<file path="config.mk">
export PLATFORM = sky130hd
export DESIGN_NAME = instr_encoder
export DESIGN_NICKNAME = d
export VERILOG_FILES = /design/src/rtl/instr_encoder.sv
export SDC_FILE = /design/constraint.sdc
export NUM_CORES = 1
export LEC_CHECK = 0
export CAP_MARGIN = 20
export CORE_UTILIZATION = 53
export CTS_CLUSTER_SIZE = 12
export DETAILED_ROUTE_END_ITERATION = 10
export PLACE_DENSITY = 0.84
export RECOVER_POWER = 100
export REMOVE_ABC_BUFFERS = 1
export SYNTH_ARGS = -nofsm -noshare
export SYNTH_HDL_FRONTEND = slang
export SYNTH_SLANG_ARGS = --single-unit
</file>
<file path="constraint.sdc">
create_clock -name clk -period 3 [get_ports clk]
set_input_delay 0.6 -clock clk [delete_from_list [all_inputs] [get_ports clk]]
set_output_delay 0.6 -clock clk [all_outputs]
set_load 0.02 [all_outputs]
</file>
<file path="src/rtl/instr_encoder.sv">
// instr_encoder: packs symbolic MIPS-32 instructions into words and streams them into instruction memory via a FIFO.
module instr_encoder #(
  parameter int DEPTH = 4,
  parameter int ADDR_W = 32,
  parameter logic [ADDR_W-1:0] BASE_ADDR = '0
) (
  input  logic              clk,
  input  logic              rst,
  input  logic              in_valid,
  output logic              in_ready,
  input  logic [4:0]        op_sel,
  input  logic [4:0]        rs,
  input  logic [4:0]        rt,
  input  logic [4:0]        rd,
  input  logic [4:0]        shamt,
  input  logic [15:0]       imm,
  input  logic [25:0]       target,
  output logic              wr_en,
  input  logic              wr_ready,
  output logic [ADDR_W-1:0] wr_addr,
  output logic [31:0]       wr_data,
  output logic [15:0]       wr_count,
  output logic              err,
  input  logic              err_clr
);
  localparam int PW = $clog2(DEPTH);
  logic [31:0] mem [DEPTH];
  logic [PW:0] wp, rp;
  logic [5:0] fn, opc;
  logic [4:0] f_rs, f_rt, f_rd, f_sh;
  logic [31:0] word;
  logic shift, r_type, j_type, legal, full, empty, acc, push, pop;
  always_comb begin
    fn = 6'd0;
    opc = 6'd0;
    case (op_sel) inside
      5'd1: fn = 6'd2;
      5'd2: fn = 6'd3;
      5'd3: fn = 6'd4;
      5'd4: fn = 6'd6;
      5'd5: fn = 6'd7;
      5'd6: fn = 6'd8;
      5'd7: fn = 6'd9;
      [5'd8:5'd15]: fn = {1'b0, op_sel} + 6'd24;
      5'd16: fn = 6'd42;
      5'd17: fn = 6'd43;
      [5'd18:5'd24]: opc = {1'b0, op_sel} - 6'd10;
      5'd25: opc = 6'd35;
      5'd26: opc = 6'd43;
      5'd27: opc = 6'd4;
      5'd28: opc = 6'd5;
      5'd29: opc = 6'd2;
      5'd30: opc = 6'd3;
      default: ;
    endcase
  end
  assign shift  = op_sel < 5'd3;
  assign r_type = op_sel < 5'd18;
  assign j_type = op_sel == 5'd29 || op_sel == 5'd30;
  assign legal  = op_sel != 5'd31;
  // jr (6) and jalr (7) drop rt; jr also drops rd
  assign f_rs = shift ? 5'd0 : rs;
  assign f_rt = (op_sel == 5'd6 || op_sel == 5'd7) ? 5'd0 : rt;
  assign f_rd = op_sel == 5'd6 ? 5'd0 : rd;
  assign f_sh = shift ? shamt : 5'd0;
  assign word = r_type ? {6'd0, f_rs, f_rt, f_rd, f_sh, fn} : j_type ? {opc, target} : {opc, rs, rt, imm};
  assign full     = (wp[PW] != rp[PW]) && (wp[PW-1:0] == rp[PW-1:0]);
  assign empty    = wp == rp;
  assign in_ready = !full;
  assign acc      = in_valid && !full;
  assign push     = acc && legal;
  assign pop      = !empty && wr_ready;
  assign wr_en    = !empty;
  assign wr_data  = empty ? 32'd0 : mem[rp[PW-1:0]];
  always_ff @(posedge clk)
    if (push) mem[wp[PW-1:0]] <= word;
  always_ff @(posedge clk or posedge rst)
    if (rst) begin
      wp <= '0;
      rp <= '0;
      wr_addr <= BASE_ADDR;
      wr_count <= '0;
      err <= 1'b0;
    end else begin
      if (push) wp <= wp + 1'b1;
      if (pop) begin
        rp <= rp + 1'b1;
        wr_addr <= wr_addr + ADDR_W'(4);
        wr_count <= wr_count + 16'd1;
      end
      err <= (acc && !legal) || (err && !err_clr);
    end
endmodule

</file>
After elaboration in Yosys (flattened, before gate mapping):

Memories as Yosys holds them, arrays and structs flattened.
Cells that the tools add are included.

* flip-flop bits (word level): 55
* bits in writable memories: 128
* logic and storage cells: 88
* memories kept: 1

* order comparisons: 6
* $add $sub $neg: 6
* muxes and demuxes: 36
* equal/unequal tests: 19
* reduce and logical (&&, ||, !) cells: 15

Memories
* mem: depth 4, width 32, rd ports 1, clocked after Yosys merged registers in 0, write ports 1, line 27 `logic [31:0] mem [DEPTH];`

Operators with widths (count)
* 2-to-1 mux 6 bit: 23
* 2-to-1 mux 32 bit: 2
* equality test 5 bit (second input constant): 8
* adder 32 x 3 -> 32 bit (second input constant): 1
* 2-to-1 mux 26 bit: 1
* equality test 5 x 3 -> 1 bit (second input constant): 4
* 2-to-1 mux 5 bit: 4
* adder 16 x 1 -> 16 bit (second input constant): 1
* equality test 5 x 2 -> 1 bit (second input constant): 2
* logical AND 1 bit: 8
* adder 3 x 1 -> 3 bit (second input constant): 2
* adder 5 x 5 -> 6 bit (second input constant): 1
* 2-to-1 mux 3 bit: 2
* subtractor 5 x 4 -> 6 bit (second input constant): 1
* equality test 5 x 1 -> 1 bit (second input constant): 1
* >= comparator 5 x 4 -> 1 bit (second input constant): 1
* >= comparator 5 bit (second input constant): 1
* <= comparator 5 x 4 -> 1 bit (second input constant): 1
* <= comparator 5 bit (second input constant): 1
* less-than comparator 5 x 2 -> 1 bit (second input constant): 1
* less-than comparator 5 bit (second input constant): 1
* != test 5 bit (second input constant): 1
* logical NOT 1 bit: 4
* 2-to-1 mux 2 bit: 2
* other kinds (5): 8

Depth between registers and ports, before layout:

Gate-level depths: netlist (run 1).

* depth after elaboration: 19
* depth in mapped cells: 10

Least setup slack after synthesis (run 1):

OpenSTA, ideal clock, no wires.

* path type: input-to-reg
* start: in op_sel[4]
* end: mem mem[0][1] (data pin)
* arrival: 2.369 ns
* cell stages on the path: 8
* library setup time: 0.185 ns
* slack: 0.445 ns
* data required time: 2.815 ns
* path buffers: 1
* path through: clkbuf_1 inv_1 ha_1 and3_1 o21ai_0 nand2_1 o32a_1 o22ai_1

* cells in the longest elaborated chain, start to end: 12
* elaborated cells between the ends (all ways): 28
* those cells by class: 3 x order compare; 11 x eq/ne; 12 x mux; 2 x reduce/logical

RTL lines
* from (decl): line 11 `input logic [4:0] op_sel,`
* branches (longest 11 deep; another with >= comparator 5 x 4 -> 1 bit)
* 2-to-1 mux 32 bit (*): line 66 `assign word = r_type ? {6'd0, f_rs, f_rt, f_rd, f_sh, fn} : j_type ? {opc, target} : {opc, rs, rt, imm};`
* net word[1]: line 31 `logic [31:0] word;`
* to (decl): line 27

Mark *: on every way through the listed nets, which the timed path passes.

Final worst setup path (run 1):

* start: reg rp[0]
* end: out wr_data[2]

* cells in the longest elaborated chain, start to end: 2
* elaborated cells between the ends (all ways): 3
* those cells by class: 1 x eq/ne; 1 x mux; 1 x memory

RTL lines
* from (decl): line 28 `logic [PW:0] wp, rp;`
* from (signal assigned): line 87 `rp <= rp + 1'b1;`
* memory (4 x 32 bit) or equality test 3 bit (tied branches)
* 2-to-1 mux 32 bit (*): line 74 `assign wr_data = empty ? 32'd0 : mem[rp[PW-1:0]];`
* to (decl): line 21 `output logic [31:0] wr_data,`

Mark *: on every way between the ends. The rest lies on a longest branch, timed or not.

==> metrics.cfg, run 1 <==
[floorplanning]
die_h_um=128
start_util_pct=54.8
die_w_um=128
ioPinCount=155
num_rows=45
die_area_um2=16300
core_area_um2=15300

[pwr]
ir_worst_vdd_mv=0.588
p_leak_uw=0.00418
total_power_uw=9710
power.density_nw_per_um2=879

[final_layout]
final_area_um2=11100
n_antenna_cell=0
fin_nets=879
drive_gt1_share_pct=15.8
area_growth_syn_to_layout_pct=31.6
instances_no_fill=1016

[clock_tree]
root_buffer=clkbuf_16
clk_latency_ps=430
cts_max_path_buffers=2
cts_tree=built
cts_made_buffers=17
ctsHoldBuffers=0
cts_sinks=181
cts-htree-levels=4
clk_pin_slew_ps=60

[synthesis]
synthTopCellsByArea=edfxtp_1, dfrtp_1, mux4_2, xnor2_1, nor2b_1
yosysTopAreaCell=edfxtp_1
yosys-mux-area-fraction_pct=11.2
yosys_register_bits=181
synth-simple-area-share_pct=12.7
synth_flop_cell=edfxtp_1
avgSynthCellArea_um2=13.9
synth_top_family_by_area=simple AND/OR/NAND/NOR gates
synth_commonest_cells=edfxtp_1, dfrtp_1, nand2_1, nor2b_1, xnor2_1
synth_top_area_share_pct=45.8
yosysSeqAreaShare_pct=61.6
synthAdderAreaFrac_pct=2.24
synthCells=604
synth_compound_area_share_pct=3.86
synth_cell_type_count=49
ys_warn_count=0
syn-cell-area_um2=8400
synth.most_common_cell=edfxtp_1
synth-xor-area-share_pct=5.92
synth_edf_count=128
postSynth.asyncResetShare_pct=29.3

[drt]
vias=5686
ant_nets=0
vias_per_cell=5.60
drc=0
wl_mm=19.2
dr.pass1.iters=5
drtIter0Drc=412
wl_per_cell_um=18.9

[global_routing]
grt_usage_pct=24.8
grt_pass1_wl_mm=30.3
grt_max_degree=30
grt_pass1_vias=5817
antenna_found_initial=0
gr-total-overflow=0

[timing]
tightest_slew_ps=1070
fmax_mhz=339
setup_viol=0
fin_crit_sh_pct=98.2
post-route-min-period_ps=2950
hold_viol_final=0
maxSlewHeadroom_pct=28.3
fin_ws_ps=54.3
maxSlewViolCount=0
fin_skew_ps=6.47

[worst_setup_path]
cp_cell_sequence=clkbuf_16, mux4_2, nor2b_1, clkdlybuf4s50_1
cp.required_ps=2400
arrival_ps=2350
slowest_stage=clkdlybuf4s50_1
rrSetupSlack_ps=840
end_kind=output pin
r2r-end=wr_count[6]
worstSetupPathType=flop to output pin
reg2reg_depth=6
r2r-start=rp[0]
slowest_delay_ps=540
path_max_fanout=12
critPathLaunch=rp[0]
startpoint_type=flop
critPathCapture=wr_data[2]

[place]
post-place-ws_ps=15.8
numPlacedInstances=983
placed_area_um2=10500
hpwl_mm=13.4
io_buffers=152
place.gp.congestion=0.928

[worst_hold_path]
hold_class=flop to flop

[status]
status=finished clean

[flow_run]
maxCapViolCount=0

[placed cells by master, fill, tap and decap left out, types with 3 or more instances in the layout]
cell / instances
ha_1: 15
o21ai_0: 18
nand4_1: 13
xor2_1: 17
clkinv_4: 4
a31oi_1: 3
dlymetal6s2s_1: 7
clkbuf_16: 18
nor2b_1: 37
inv_1: 14
and3_1: 6
buf_12: 7
and2_2: 4
and2_1: 5
nand3_1: 26
nor3_1: 14
dfrtp_1: 52
nor2_1: 23
mux2i_1: 20
xnor2_1: 36
or3_1: 3
buf_4: 35
and4_1: 4
a21oi_1: 10
mux4_2: 32
clkinvlp_4: 3
clkinv_2: 3
a22o_1: 5
edfxtp_1: 128
clkdlybuf4s50_1: 142
nand2_1: 53
[area by class of cell]
class                      instances  area (um^2)
multi-input combinational        380         3050
clock inverter                    14          105
fill                            1028         4260
timing repair buffer             198         1980
tap                              211          264
clock buffer                      18          429
inverter                          14         52.6
sequential                       181         5170
[how the worst min path moves through the flow]
stage	slack [ps]	endpoint	start	cells after the start
after floorplan	500	wp[2]	wp[2]	1
after global placement	460	wr_count[15]	wr_count[15]	1
after detailed placement	470	wr_count[15]	wr_count[15]	1
after CTS	470	wr_count[15]	wr_count[15]	1
after global routing	480	wr_count[15]	wr_count[15]	1
final	470	wr_count[15]	wr_count[15]	1
[worst max-delay path: cells and delay by family, from the launching register on]
kind                   cells  cell delay, ps
flip-flops                 1             480
buffers and inverters      2             780
AND/OR/NAND/NOR            1             160
multiplexers               1             500
[state kept, by name (all words and copies together) (netlist names)]
signal	cells
wr_count	16
wr_addr	30
wp	3
rp	3
err	1
mem	128
[per-stage QoR]
step / util, % / TNS (ps) / hold slack (ps)
floorplan: - / -210610 / 498
global placement: 68.5 / 0 / 457
detailed placement: 68.5 / 0 / 466
CTS: 71.9 / 0 / 474
global route: 72.2 / -28.7 / 477
finish: 72.2 / 0 / 472
[layer usage]
metal | track usage, % | wire, um | vias to the layer above
li1 | - | - | 2610
met1 | 31.0 | 7710 | 2789
met2 | 42.6 | 9870 | 248
met3 | 5.09 | 1170 | 39
met4 | 9.69 | 421 | 0
met5 | 0 | 0 | -
[cells by family (layout without fill, tap and decap cells)]
group	count (synthesis)	after routing
AND/OR/NAND/NOR	202	202
flip-flops	181	181
XOR/XNOR	55	55
multiplexers	54	54
AO/OA/AOI/OAI	52	52
buffers and inverters	44	244
adder cells (fa/ha/maj)	15	15
other	1	2
[report_power, final]
| part | internal [uW] | switching (uW) | total, uW |
|---|---|---|---|
| clock network | 1070 | 953 | 2020 |
| logic | 1980 | 2170 | 4160 |
| registers | 3250 | 291 | 3540 |
| total | 6300 | 3420 | 9710 |
[timing repair]
item | in CTS | in global routing
setup buffers | 0 | 0
cloned | 0 | 1
endpoints found under the setup margin | 2 | 19
pin swaps | 0 | 0
resized for setup | 2 | 8
Note: power is estimated with default switching activity, not from simulation.
==> run 2, diff against run 1 <==
--- a/config.mk
+++ b/config.mk
@@ -11,7 +11,6 @@
 export DETAILED_ROUTE_END_ITERATION = 10
 export PLACE_DENSITY = 0.84
 export RECOVER_POWER = 100
-export REMOVE_ABC_BUFFERS = 1
 export SYNTH_ARGS = -nofsm -noshare
 export SYNTH_HDL_FRONTEND = slang
 export SYNTH_SLANG_ARGS = --single-unit
==> constraint.sdc (replaced) <==
create_clock -name clk -period 3 [get_ports clk]
set_input_delay 0.6 -clock clk [delete_from_list [all_inputs] [get_ports clk]]
set_output_delay 0.6 -clock clk [all_outputs]
set_load 0.05 [all_outputs]
==> metrics.cfg, run 2 (same netlist as run 1, synthesis figures left out) <==
[status]
status=finished clean  ; unchanged

[final_layout]
fin_nets=875  ; was 879
area_growth_syn_to_layout_pct=28.0  ; was 31.6%
post-route-util_pct=70.2  ; was 72.2%
final_area_um2=10700  ; was 11,100 um^2
final_common_cell=edfxtp_1  ; was clkdlybuf4s50_1
drive_gt1_share_pct=16.9  ; was 15.8%
final_cell_mix=edfxtp_1, clkdlybuf4s50_1, nand2_1, dfrtp_1, dlygate4sd3_1  ; was clkdlybuf4s50_1, edfxtp_1, nand2_1, dfrtp_1, nor2b_1
largest_reg_flops=128  ; unchanged
instances_no_fill=1013  ; was 1,016

[timing]
post-route-min-period_ps=2870  ; was 2950 ps
maxSlewViolCount=0  ; unchanged
fmax_mhz=349  ; was 339 MHz
maxSlewHeadroom_pct=17.6  ; was 28.3%
rsz0062_at_grt=no
setup_viol=0  ; unchanged
tightest_slew_ps=1240  ; was 1070 ps
fin_crit_sh_pct=95.5  ; was 98.2%
hold_viol_final=0  ; unchanged
fin_skew_ps=8.69  ; was 6.47 ps
holdWs_ps=468  ; was 472 ps

[worst_setup_path]
crit_cells=5  ; was 4
worstSetupPathType=flop to output pin  ; unchanged
end_kind=output pin  ; unchanged
critPathTopFamily=flip-flops  ; was buffers and inverters
cpMostUsedCell=buf_4
cp_cell_sequence=xor2_2, nor3_1, buf_4, nor2b_1, buf_4  ; was clkbuf_16, mux4_2, nor2b_1, clkdlybuf4s50_1
arrival_ps=2270  ; was 2350 ps
cp.required_ps=2400  ; about the same
path_max_fanout=25  ; was 12
slowest_delay_ps=600  ; was 540 ps
startpoint_type=flop  ; unchanged
reg2reg_depth=5  ; was 6
slowest_stage=dfrtp_4  ; was clkdlybuf4s50_1
crit_buf_inv=2  ; unchanged

[clock_tree]
clk_pin_slew_ps=70  ; was 60 ps
cts_sinks=181  ; unchanged
clk_latency_ps=440  ; was 430 ps
cts_tree=built  ; unchanged
cts_made_buffers=17  ; unchanged
cts_max_path_buffers=2  ; unchanged
root_buffer=clkbuf_16  ; unchanged
postCtsSetupRepairBufs=0  ; unchanged
cts-htree-levels=4  ; unchanged

[worst_hold_path]
whs_path_depth=1  ; unchanged
hold_class=flop to flop  ; unchanged

[place]
io_buffers=152  ; unchanged
numPlacedInstances=980  ; was 983
hpwl_mm=13.1  ; was 13.4 mm
place.gp.congestion=0.837  ; was 0.928
placed_area_um2=10400  ; was 10,500 um^2

[global_routing]
grt_pass1_wl_mm=29.7  ; was 30.3 mm
gr-total-overflow=0  ; unchanged
grt_max_degree=35  ; was 30
grt_usage_pct=24.4  ; was 24.8%
met1_usage_pct=30.0  ; was 31.0%
antenna_found_initial=1  ; was 0
grt.busiest_layer=met2  ; unchanged
use_met3_pct=6.18  ; was 5.09%
grt_use_met2_pct=42.1  ; was 42.6%
grt_pass1_vias=5861  ; was 5,817

[pwr]
power.density_nw_per_um2=973  ; was 879 nW/um^2
ir_worst_vdd_mv=0.660  ; was 0.588 mV
total_power_uw=10500  ; was 9710 uW
p_leak_uw=0.00415  ; was 0.00418 uW

[floorplanning]
die_area_um2=16300  ; unchanged
num_rows=45  ; unchanged
die_w_um=128  ; unchanged
start_util_pct=54.8  ; unchanged
core_area_um2=15300  ; unchanged
die_h_um=128  ; unchanged
ioPinCount=155  ; unchanged

[drt]
wl_mm=18.6  ; was 19.2 mm
drtIter0Drc=411  ; was 412
ant_nets=0  ; unchanged
vias_per_cell=5.55  ; was 5.60
dr.pass1.iters=5  ; unchanged
wl_per_cell_um=18.4  ; was 18.9 um
drc=0  ; unchanged
vias=5623  ; was 5,686

[flow_run]
maxCapViolCount=0  ; unchanged

## run 2: cell count changes in the layout (fill, tap and decap cells not counted), sizes merged
| cell | previous run | this run |
|---|---|---|
| clkdlybuf4s50 | 142 | 69 |
| dlygate4sd3 | 1 | 49 |
| clkbuf | 21 | 56 |
| dlymetal6s2s | 7 | 0 |
| buf | 43 | 37 |
| inv | 17 | 22 |
| clkinv | 8 | 4 |
| dlygate4sd2 | 2 | 0 |
| bufinv | 0 | 1 |
| clkinvlp | 3 | 2 |
| diode | 0 | 1 |
## run 2: per-layer routing
metal | wire (um) | part of all wire, % | vias up
met5 | 0 | 0 | -
met2 | 9720 | 52 | 210
met4 | 255 | 1.4 | 0
met3 | 1190 | 6.4 | 24
li1 | - | - | 2594
met1 | 7480 | 40 | 2795
## run 2: what timing repair did
action / in CTS / in global routing
endpoints found under the setup margin: 0 / 2
hold buffers: 0 / 0
resized for setup: 0 / 1
## run 2: layout make-up
cell class | instances | area [um^2]
inverter | 14 | 52.6
fill | 1052 | 4570
clock inverter | 15 | 163
timing repair buffer | 194 | 1660
sequential | 181 | 5170
antenna | 1 | 2.50
clock buffer | 17 | 425
tap | 211 | 264
multi-input combinational | 380 | 3010
## run 2: path summary, 6_finish.rpt
path | to | startpoint | slack (ps)
max | wr_data[3] | rp[0] | 130
min | wr_addr[31] | wr_addr[31] | 470
max reg2reg | mem[1][4] | rp[0] | 570
min reg2reg | wr_addr[31] | wr_addr[31] | 470
max in group asynchronous | wr_addr[27] | rst | 830
min in group asynchronous | wr_addr[6] | rst | 650
## run 2: stage by stage
step	setup slack [ps]	TNS, ps
CTS	14.5	0
global placement	60.3	0
detailed placement	-24.3	-97.0
finish	134	0
global route	46.9	0
floorplan	445	0
## run 2: worst register-to-register path, stage by stage (launching register included)
cell and delay (ps):
dfrtp_4 600, xor2_2 270, o31ai_1 130, nor2_1 250
and2_0 220, clkbuf_2 600
## run 2: power by group
| part | switching, uW | internal, uW |
|---|---|---|
| sequential | 308 | 3260 |
| combinational | 3240 | 1470 |
| clock | 992 | 1180 |
==> run 3, diff against run 2 <==
--- a/config.mk
+++ b/config.mk
@@ -11,6 +11,7 @@
 export DETAILED_ROUTE_END_ITERATION = 10
 export PLACE_DENSITY = 0.84
 export RECOVER_POWER = 100
+export SETUP_SLACK_MARGIN = 0.15
 export SYNTH_ARGS = -nofsm -noshare
 export SYNTH_HDL_FRONTEND = slang
 export SYNTH_SLANG_ARGS = --single-unit
==> metrics.cfg, run 3 (same netlist as run 1, synthesis figures left out) <==
[global_routing]
grt_max_degree=35  ; unchanged
grt_pass1_wl_mm=29.8  ; was 29.7 mm
antenna_found_initial=1  ; unchanged
grt_usage_pct=24.5  ; was 24.4%
gr-total-overflow=0  ; unchanged
grt_pass1_vias=5885  ; was 5,861

[pwr]
p_sw_uw=4560  ; was 4540 uW
p_leak_uw=0.00417  ; was 0.00415 uW
total_power_uw=10500  ; about the same
power.density_nw_per_um2=977  ; was 973 nW/um^2
sequentialPowerShare_pct=33.6  ; was 34.1%
ir_worst_vdd_mv=0.695  ; was 0.660 mV
pwr-share-comb_pct=45.7  ; was 45.1%
power_frac_clock_pct=20.6  ; was 20.8%
switching_share_pct=43.3  ; was 43.5%
p_int_uw=5970  ; was 5910 uW

[timing]
setup_viol=0  ; unchanged
hold_viol_final=0  ; unchanged
fin_crit_sh_pct=93.8  ; was 95.5%
tightest_slew_ps=1230  ; was 1240 ps
final.setup.tns_ps=0  ; unchanged
rsz0062_at_grt=no  ; unchanged
fmax_mhz=355  ; was 349 MHz
post-route-min-period_ps=2810  ; was 2870 ps
maxSlewViolCount=0  ; unchanged
holdWs_ps=468  ; about the same
fin_skew_ps=8.25  ; was 8.69 ps
maxSlewHeadroom_pct=17.7  ; was 17.6%

[final_layout]
fin_nets=879  ; was 875
drive_gt1_share_pct=17.1  ; was 16.9%
final_common_cell=edfxtp_1  ; unchanged
n_fill_cell=1041  ; was 1,052
final_area_um2=10800  ; was 10,700 um^2
largest_reg_flops=128  ; unchanged
instances_no_fill=1017  ; was 1,013
area_growth_syn_to_layout_pct=28.4  ; was 28.0%
final_cell_mix=edfxtp_1, clkdlybuf4s50_1, nand2_1, dfrtp_1, dlygate4sd3_1  ; unchanged

[worst_setup_path]
crit_buf_inv=2  ; unchanged
path_max_fanout=25  ; unchanged
startpoint_type=flop  ; unchanged
cp_cell_sequence=xor2_1, nor3_1, buf_4, nor2b_1, buf_4  ; was xor2_2, nor3_1, buf_4, nor2b_1, buf_4
critPathLaunch=rp[0]  ; unchanged
r2r-start=rp[0]  ; unchanged
cpMostUsedCell=buf_4  ; unchanged
slowest_stage=dfrtp_4  ; unchanged
slowest_delay_ps=550  ; was 600 ps
end_kind=output pin  ; unchanged
arrival_ps=2210  ; was 2270 ps
worstSetupPathType=flop to output pin  ; unchanged
cp.required_ps=2400  ; about the same
critPathTopFamily=flip-flops  ; unchanged

[place]
numPlacedInstances=980  ; unchanged
hpwl_mm=13.1  ; unchanged
place.gp.congestion=0.837  ; unchanged
placed_area_um2=10400  ; unchanged
io_buffers=152  ; unchanged

[drt]
wl_mm=18.7  ; was 18.6 mm
vias=5625  ; was 5,623
dr.pass1.iters=5  ; unchanged
drtIter0Drc=407  ; was 411
drc=0  ; unchanged
vias_per_cell=5.53  ; was 5.55
ant_nets=0  ; unchanged
wl_per_cell_um=18.4  ; about the same

[floorplanning]
core_area_um2=15300  ; unchanged
die_w_um=128  ; unchanged
start_util_pct=54.8  ; unchanged
die_h_um=128  ; unchanged
ioPinCount=155  ; unchanged
num_rows=45  ; unchanged
die_area_um2=16300  ; unchanged

[clock_tree]
cts-htree-levels=4  ; unchanged
clk_pin_slew_ps=70  ; about the same
ctsHoldBuffers=0  ; unchanged
root_buffer=clkbuf_16  ; unchanged
cts_max_path_buffers=2  ; unchanged
clk_latency_ps=440  ; about the same
cts_sinks=181  ; unchanged
cts_made_buffers=17  ; unchanged
cts_tree=built  ; unchanged

[flow_run]
maxCapViolCount=0  ; unchanged

[worst_hold_path]
hold_start=wr_addr[31]  ; unchanged
hold_class=flop to flop  ; unchanged

[status]
status=finished clean  ; unchanged

## run 3: power groups by stage
stage	combinational [uW]	sequential, uW	clock (uW)
4_1_cts	5190	3540	2210
2_1_floorplan	3270	3770	0
3_5_place_dp	5100	3610	0
6_report	4820	3540	2170
5_1_grt	5090	3590	2300
3_3_place_gp	5050	3560	0
## run 3: metrics by stage
step	utilization, %	setup WS [ps]
floorplan	-	445
global placement	67.7	60.3
detailed placement	67.7	-24.3
CTS	71.7	212
global route	70.4	96.1
finish	70.4	186
## run 3: layout make-up
cell class,instances,area [um^2],area share (%)
clock inverters,15,163,1.51
well taps,211,264,2.45
flip-flops and latches,181,5170,48.0
inverters,14,52.6,0.488
multi-input cells,380,3010,27.9
repair buffers,198,1690,15.7
diodes,1,2.50,0.0232
clock buffers,17,425,3.95
## run 3: per-layer routing
layer	GRT usage (%)	up-vias	wire (um)
met4	9.27	0	282
met1	30.0	2792	7560
li1	-	2604	-
met3	6.01	24	1170
met2	42.1	205	9720
met5	0	-	0
## run 3: final timing paths
| kind | slack, ps | cells after the start | endpoint |
|---|---|---|---|
| max in group asynchronous | 840 | 3 | wr_addr[27] |
| min in group asynchronous | 640 | 2 | wr_addr[6] |
| min reg2reg | 470 | 1 | wr_addr[31] |
| max | 190 | 5 | wr_data[29] |
| max reg2reg | 520 | 5 | mem[1][2] |
| min | 470 | 1 | wr_addr[31] |
## run 3: timing repair
action	CTS	global route
buffers inserted	4	0
pin swaps	0	0
resized for setup	1	1
endpoints found under the setup margin	15	1
endpoints found under the hold margin	0	0
